<file path="src/rtl/cache_ctrl_wt.sv">
`default_nettype none
// ============================================================================
// Module      : cache_ctrl_wt
// Description : Direct-mapped write-through cache controller with one
//               outstanding memory access and saturating hit/miss counters.
// Revision    : 1.0 - initial release
// ============================================================================
module cache_ctrl_wt #(
    parameter int ADDR_WIDTH = 32,
    parameter int DATA_WIDTH = 32,
    parameter int NUM_LINES  = 4,
    parameter int CNT_WIDTH  = 16
) (
    input  logic                  clk,
    input  logic                  rst,
    input  logic                  req_valid,
    input  logic                  mode,
    input  logic [ADDR_WIDTH-1:0] address,
    input  logic [DATA_WIDTH-1:0] data,
    output logic                  busy,
    output logic                  response,
    output logic [DATA_WIDTH-1:0] out,
    output logic                  mem_req,
    output logic                  mem_mode,
    output logic [ADDR_WIDTH-1:0] mem_address,
    output logic [DATA_WIDTH-1:0] mem_data,
    input  logic [DATA_WIDTH-1:0] mem_rdata,
    input  logic                  mem_ack,
    output logic [CNT_WIDTH-1:0]  hit_count,
    output logic [CNT_WIDTH-1:0]  miss_count
);

    localparam int c_IW = $clog2(NUM_LINES);
    localparam int c_TW = ADDR_WIDTH - c_IW;

    typedef enum logic [1:0] {
        ST_IDLE   = 2'd0,
        ST_MEM_RD = 2'd1,
        ST_MEM_WR = 2'd2
    } state_t;

    state_t                r_state;
    state_t                w_state_next;

    logic [NUM_LINES-1:0]  r_valid;
    logic [c_TW-1:0]       r_tags  [NUM_LINES];
    logic [DATA_WIDTH-1:0] r_lines [NUM_LINES];
    logic [c_IW-1:0]       r_idx;
    logic [c_TW-1:0]       r_tag_q;

    logic [c_IW-1:0]       w_index;
    logic [c_TW-1:0]       w_tag;
    logic                  w_hit;
    logic                  w_rd_hit;
    logic                  w_rd_miss;
    logic                  w_wr;
    logic                  w_fill;
    logic                  w_wr_done;
    logic                  w_wr_update;

    assign w_index     = address[c_IW-1:0];
    assign w_tag       = address[ADDR_WIDTH-1:c_IW];
    assign w_hit       = r_valid[w_index] && (r_tags[w_index] == w_tag);
    // Write-through update uses the index/tag captured at acceptance
    assign w_wr_update = w_wr_done && r_valid[r_idx] && (r_tags[r_idx] == r_tag_q);

    always_ff @(posedge clk or posedge rst) begin
        if (rst) begin
            r_state <= ST_IDLE;
        end else begin
            r_state <= w_state_next;
        end
    end

    always_comb begin
        w_state_next = r_state;
        w_rd_hit     = 1'b0;
        w_rd_miss    = 1'b0;
        w_wr         = 1'b0;
        w_fill       = 1'b0;
        w_wr_done    = 1'b0;
        case (r_state)
            ST_IDLE: begin
                if (req_valid) begin
                    if (mode) begin
                        w_wr         = 1'b1;
                        w_state_next = ST_MEM_WR;
                    end else if (w_hit) begin
                        w_rd_hit     = 1'b1;
                    end else begin
                        w_rd_miss    = 1'b1;
                        w_state_next = ST_MEM_RD;
                    end
                end
            end
            ST_MEM_RD: begin
                if (mem_ack) begin
                    w_fill       = 1'b1;
                    w_state_next = ST_IDLE;
                end
            end
            ST_MEM_WR: begin
                if (mem_ack) begin
                    w_wr_done    = 1'b1;
                    w_state_next = ST_IDLE;
                end
            end
            default: w_state_next = ST_IDLE;
        endcase
    end

    always_ff @(posedge clk or posedge rst) begin
        if (rst) begin
            r_valid     <= '0;
            busy        <= 1'b0;
            response    <= 1'b0;
            out         <= '0;
            mem_req     <= 1'b0;
            mem_mode    <= 1'b0;
            mem_address <= '0;
            mem_data    <= '0;
            hit_count   <= '0;
            miss_count  <= '0;
        end else begin
            response <= 1'b0;
            if (w_rd_hit) begin
                out      <= r_lines[w_index];
                response <= 1'b1;
                if (hit_count != {CNT_WIDTH{1'b1}}) begin
                    hit_count <= hit_count + 1'b1;
                end
            end
            if (w_rd_miss || w_wr) begin
                mem_req     <= 1'b1;
                mem_mode    <= w_wr;
                mem_address <= address;
                busy        <= 1'b1;
            end
            if (w_wr) begin
                mem_data <= data;
            end
            if (w_rd_miss && (miss_count != {CNT_WIDTH{1'b1}})) begin
                miss_count <= miss_count + 1'b1;
            end
            if (w_fill) begin
                r_valid[r_idx] <= 1'b1;
                out            <= mem_rdata;
            end
            if (w_fill || w_wr_done) begin
                response <= 1'b1;
                mem_req  <= 1'b0;
                busy     <= 1'b0;
            end
        end
    end

    // Storage arrays and the acceptance latch carry no reset; valid bits gate them
    always_ff @(posedge clk) begin
        if (w_rd_miss || w_wr) begin
            r_idx   <= w_index;
            r_tag_q <= w_tag;
        end
        if (w_fill) begin
            r_lines[r_idx] <= mem_rdata;
            r_tags[r_idx]  <= r_tag_q;
        end else if (w_wr_update) begin
            r_lines[r_idx] <= mem_data;
        end
    end

endmodule
`default_nettype wire

</file>
<file path="config.mk">
export PLATFORM = sky130hd
export DESIGN_NAME = cache_ctrl_wt
export DESIGN_NICKNAME = d
export VERILOG_FILES = /design/src/rtl/cache_ctrl_wt.sv
export SDC_FILE = /design/constraint.sdc
export NUM_CORES = 1
export LEC_CHECK = 0
export CAP_MARGIN = 20
export CORE_MARGIN = 5
export CORE_UTILIZATION = 30
export CTS_BUF_LIST = sky130_fd_sc_hd__clkbuf_16
export CTS_CLUSTER_DIAMETER = 150
export DETAILED_ROUTE_END_ITERATION = 8
export MAX_ROUTING_LAYER = met4
export PLACE_DENSITY = 0.48
export REMOVE_ABC_BUFFERS = 1
export SLEW_MARGIN = 15
export SYNTH_ARGS = -nofsm -noshare
export SYNTH_HDL_FRONTEND = slang
export SYNTH_SLANG_ARGS = --single-unit
</file>
<file path="constraint.sdc">
create_clock -name clk -period 12.5 [get_ports clk]
set_input_delay 2.5 -clock clk [delete_from_list [all_inputs] [get_ports clk]]
set_output_delay 2.5 -clock clk [all_outputs]
set_load 0.02 [all_outputs]
</file>
After elaboration in Yosys (flattened, before gate mapping):

Memory sizes are Yosys's and may differ from the RTL's. A register that Yosys moved wholly into a read port is not among the register bits.
Cells that the tools add are included.

* add/subtract/negate cells: 2
* magnitude comparators: 3
* equal/unequal tests: 9
* mux-type cells: 38
* bitwise logic cells: 2
* reduce and logical (&&, ||, !) cells: 13

Operators by type and width (number)
* $mux W32: 3
* $eq A30 B30 Y1: 2
* $add A16 B1 Y16 const B: 2
* $ne A16 B16 Y1 const B: 2
* $mux W1: 26
* $mux W2: 5
* $lt A2 B3 Y1 const B: 2
* $logic_and A1 B1 Y1: 5
* $bmux W1 S2: 2
* $or A4 B4 Y4: 1
* $pmux W2 S2: 1
* $reduce_bool A2 Y1: 2
* $ne A3 B3 Y1 const B: 1
* $reduce_and A3 Y1: 1
* $demux W1 S2: 1
* $eq A2 B1 Y1 const B: 1
* $eq A2 B2 Y1 const B: 1
* $ge A2 B1 Y1 const B: 1
* $logic_not A2 Y1: 1
* $logic_or A1 B1 Y1: 2
* $ne A2 B1 Y1 const B: 1
* $ne A2 B2 Y1 const B: 1
* $reduce_and A2 Y1: 1
* $reduce_or A2 Y1: 1
* $or A1 B1 Y1: 1

* bits in registers: 169
* RAM bits: 248
* bits of input ports: 101
* memories: 2

Memory list
* r_lines: words 4, width 32, read ports 1, clocked after memory_dff 0, wr ports 1, RTL line 47 `logic [DATA_WIDTH-1:0] r_lines [NUM_LINES];`
* r_tags: words 4, width 30, read ports 2, clocked after memory_dff 1, wr ports 1, RTL line 46 `logic [c_TW-1:0] r_tags [NUM_LINES];`

Longest topological paths before layout:

* depth in word-level cells: 10
* gate-level depth with buffers: 14
* depth with buffers taken out: 8

Worst setup path before layout:

No wires, ideal clock.

* path kind: input port to flip-flop
* start: input mem_ack
* end: memory r_lines[0][0], enable pin
* data arrival time: 5.594 ns
* required time: 12.039 ns
* path slack: 6.445 ns
* stages: 6
* buffers on the path: 0
* path through: and3_1 nand4_1 or4_1 nor2_1 a21oi_1 nor3_1

* longest elaborated chain between the ends: 8
* elaborated cells between the ends (all ways): 11
* classes of those cells: mux (8); bitwise (1); reduce/logical (2)

Ends and longest elaborated chain
* from (decl): RTL line 28 `input logic mem_ack,`
* $mux W1 *: RTL line 97, 103
* $mux W1: RTL line 82 `case (r_state)`
* $logic_and A1 B1 Y1 (2 in a row): RTL line 65 `assign w_wr_update = w_wr_done && r_valid[r_idx] && (r_tags[r_idx] == r_tag_q);`
* $mux W1: RTL line 166 `end else if (w_wr_update) begin`
* $mux W1: RTL line 163 `if (w_fill) begin`
* $mux W1 (not written as such): RTL line 167 `r_lines[r_idx] <= mem_data;`
* $or A1 B1 Y1 (no source line) *
* to (decl): RTL line 47

Every way passes the cells marked *; elsewhere a longest branch is shown, timed or not.

Worst setup path in the final report:

* start: input address[0]
* end: register hit_count[1]

* longest elaborated chain between the ends: 8
* elaborated cells between the ends (all ways): 10
* classes of those cells: eq/ne (1); mux (6); reduce/logical (2); memory (1)

Ends and longest elaborated chain
* from (decl): RTL line 18 `input logic [ADDR_WIDTH-1:0] address,`
* $mem_v2 Z4 W30 or $bmux W1 S2 (tied branches)
* $eq A30 B30 Y1 or $mux W1 (tied branches): RTL line 63 `assign w_hit = r_valid[w_index] && (r_tags[w_index] == w_tag);`
* $logic_and A1 B1 Y1 *: RTL line 63
* $mux W1 *: RTL line 88 `end else if (w_hit) begin`
* $mux W1 *: RTL line 85 `if (mode) begin`
* $mux W1 *: RTL line 84 `if (req_valid) begin`
* $mux W1 *: RTL line 82
* $reduce_and A2 Y1 (no source line) *
* to (signal assigned): RTL line 130 `hit_count <= hit_count + 1'b1;`
* to (decl): RTL line 29 `output logic [CNT_WIDTH-1:0] hit_count,`

Every way passes the cells marked *; elsewhere a longest branch is shown, timed or not. The select of a mux whose other input is x is not followed.
A chain may end at the register's enable or synchronous reset.

==> summary.md <==
| Metric | Value |
|---|---|
| Outcome | `completed` |
| Combinational family with the most area after synthesis | `multiplexers` |
| Crit path cell chain | `buf_4, buf_4, mux4_1, xnor2_1, nand4_1, a21o_1, or4b_4, nor2_4, buf_4, and2_1, mux2_2` |
| CTS Buf Count | `48` |
| Synth top area cells | `edfxtp_1 47%, dfrtp_1 19%, mux4_2 9.6%` |
| Pwr/cell area | `202 mW/mm^2` |
| Setup TNS | `0 ns` |
| XOR/XNOR Fraction of Synth Area | `about 4.6%` |
| Setup ws final | `roughly 6 ns` |
| Post-route ant nets | `0` |
| Clock sink count | `419` |
| # setup viols final | `0` |
| Avg Cell Area, Syn | `approximately 17 sq um` |
| Hold_buf cts | `0` |
| Adder-cell area share of the yosys netlist | `0.346%` |
| Simple-gate share of the synthesized area | `5.07%` |
| Synth top area share | `between 40 and 50%` |
| Final period utilization | `between 50% and 60%` |
| Leakage power | `around 8.1 nW` |
| Synth warn | `0` |
| Max Slew Vio Count | `0` |
| RSZ-0062 raised after global routing | `no` |
| Vias | `10,100` |
| Num ports | `~230` |
| Post-synthesis mux area share | `roughly a fifth` |
| Worst Tran Pin Value | `1.00 ns` |
| Core Footprint | `between 0.06 and 0.07 sq mm` |
| Starting Density | `30.1%` |
| Total power | `0.00459 W` |
| Critical Path AT | `around 7.0 ns` |
| Peak VDD IR | `about 0.1 mV` |
| Asr flop ratio synth | `32.7%` |
| # DRC | `0` |
| Clock root buffer | `clkbuf_16` |
| Max_cap viols | `0` |
| Post-DP HPWL | `27,900 microns` |
| DR vias/cell | `4.75` |
| Floorplan die width | `between 200 and 300 microns` |
| Initial antenna violation count | `3` |
| Routability-driven placement congestion ratio | `0.736` |
| Die area | `0.0652 sq mm` |
| Clock Skews | `just under 0.03 ns` |
| Pin count of the biggest net entering global routing | `84` |
| Required time worst endpoint | `12.96 ns` |
| Initial DRC count | `607` |
| Avg WL per Cell | `about 21 microns` |
| Post-DP Area | `about 0.021 sq mm` |
| Most frequent cells in the layout | `280 x edfxtp_1, 230 x clkdlybuf4s50_1, 137 x dfrtp_1, 77 x mux4_2, 63 x mux2i_1` |
| Max incr delay on CP | `0.73 ns` |
| Post-Syn Area | `between 0.015 and 0.02 sq mm` |
| GRT Total Usage | `between 10 and 15%` |
| Dpl ws | `5.26 ns` |
| CTS tree | `yes` |
| Global-route wire length before repair | `roughly 69,000 microns` |
| Row count | `90` |
| CP max FO | `48` |
| Critical-path top delay cell | `buf_4` |
| First-pass iteration count of the detailed router | `6` |
| P&R area growth vs syn | `25.8%` |
| Hold Vio Cnt, Final | `0` |
| Normalized max-slew margin | `33.1%` |
| Critical path class | `in -> reg` |
| Clock Path Buffers | `3` |
| Compound-Gate Fraction of Synth Area | `under 10%` |
| Seq/Total Area, Yosys | `roughly two thirds` |
| Register bit total from synthesis | `419` |
| Top_reg_cell synth | `edfxtp_1` |
| Fin crit period | `6.52 ns` |
| Cells after synthesis | `1,040` |
| Post-CTS Setup Inserts | `0` |
| # resized after CTS | `0` |
| Fin area | `0.0227 sq mm` |
| Share of cells above drive strength 1 | `between 10% and 20%` |
| Htree depth | `2` |
| Fmax | `0.153 GHz` |
| Final wirelength | `45,100 microns` |
| Number of flops mapped to enable cells by yosys | `280` |
| Net count, final | `1,396` |
| Synth unique cells | `57` |
| Startpoint Class | `input port` |
| Worst-skew pair later-pin latency | `0.58 ns` |
| Vias in the first global route | `10,800` |
| Die H | `255 microns` |
| Biggest area consumer among synthesized cells | `edfxtp_1` |
| Gr ovfl total | `0` |
| # port buffers | `~230` |
| Commonest non-fill, non-tap cell in the layout | `edfxtp_1` |
| Min-delay worst type | `reg -> reg` |
| Clock transition at path regs | `0.06 ns` |
| Crit. End Element | `register` |
| Cell repeated most along the worst path | `buf_4` |
==> stage by stage <==
stage / util (%) / hold slack (ns) / instances
2_1_floorplan: - / 0.451 / 991
3_3_place_gp: 35.3 / 0.477 / 2022
3_5_place_dp: 35.3 / 0.482 / 2022
4_1_cts: 37.8 / 0.498 / 2112
5_1_grt: 37.8 / 0.510 / 2115
6_report: 37.8 / 0.490 / 2116
==> path summary, 6_finish.rpt <==
kind	startpoint	end	slack, ns	cells after the start
worst max register to register	register	r_lines[0][8]$_DFFE_PP_	8.28	9
worst min register to register	hit_count[7]$_DFFE_PP0P_	hit_count[7]$_DFFE_PP0P_	0.49	1
min in group asynchronous	rst	mem_address[0]$_DFFE_PP0P_	2.46	2
max in group asynchronous	rst	hit_count[7]$_DFFE_PP0P_	8.61	3
worst max-delay path	address[0]	hit_count[1]$_DFFE_PP0P_	5.98	11
worst min-delay path	hit_count[7]$_DFFE_PP0P_	hit_count[7]$_DFFE_PP0P_	0.49	1
==> power breakdown <==
group / switching [W] / internal (W)
clock network: 0.000577 / 0.000776
logic: 0.000636 / 0.000654
registers: 0.000177 / 0.00177
==> cell families (layout without fill, tap and decap cells) <==
logic type	count (synthesis)	after routing
flops	419	419
compound gates	56	56
buf+inv	57	347
simple gates	166	166
xor+xnor	94	94
fa+ha+maj	5	5
mux	243	243
other cells	0	4
==> layout make-up <==
type | count | area [sq um]
antenna | 4 | 10.0
clock buffer | 49 | 1230
clock inverter | 41 | 287
fill | 5601 | 37300
inverter | 8 | 35.0
multi-input combinational | 564 | 5850
sequential | 419 | 11900
tap | 782 | 978
timing repair buffer | 249 | 2440
==> worst max-delay path, delay by kind of cell <==
family / cells / cell delay (ns)
muxes: 2 / 1.01
AOI/OAI and AO/OA: 1 / 0.20
buffers and inverters: 3 / 1.73
xor gates and xnor gates: 1 / 0.19
and+or+nand+nor: 4 / 1.16
==> per-layer routing <==
metal	vias up	part of all wire, %	track usage (%)
li1	4564	-	-
met2	254	47	21.8
met1	5172	45	18.5
met5	-	0	-
met3	65	6.4	3.75
met4	0	1.6	2.98
==> Yosys cell counts (all sizes together), types with 5 or more instances <==
| cell | count |
|---|---|
| edfxtp | 280 |
| dfrtp | 137 |
| mux2 | 101 |
| mux4 | 79 |
| mux2i | 63 |
| xnor2 | 60 |
| nor2 | 50 |
| a21oi | 36 |
| xor2 | 34 |
| buf | 26 |
| clkbuf | 23 |
| nand4 | 23 |
| nand2 | 19 |
| nand3 | 16 |
| and3 | 10 |
| nor3 | 9 |
| inv | 8 |
| nor3b | 7 |
| nor4 | 6 |
| ha | 5 |
| o21ai | 5 |
==> state kept, by name, indices dropped and copies added, names as in the netlist, 2 cells and up, named ones only <==
signal and flops:
r_idx 2, r_tags 120, out 32, r_state 2
hit_count 16, mem_data 32, r_valid 4, mem_address 32
r_lines 128, r_tag_q 30, miss_count 16
(Power assumes the default switching activity.)
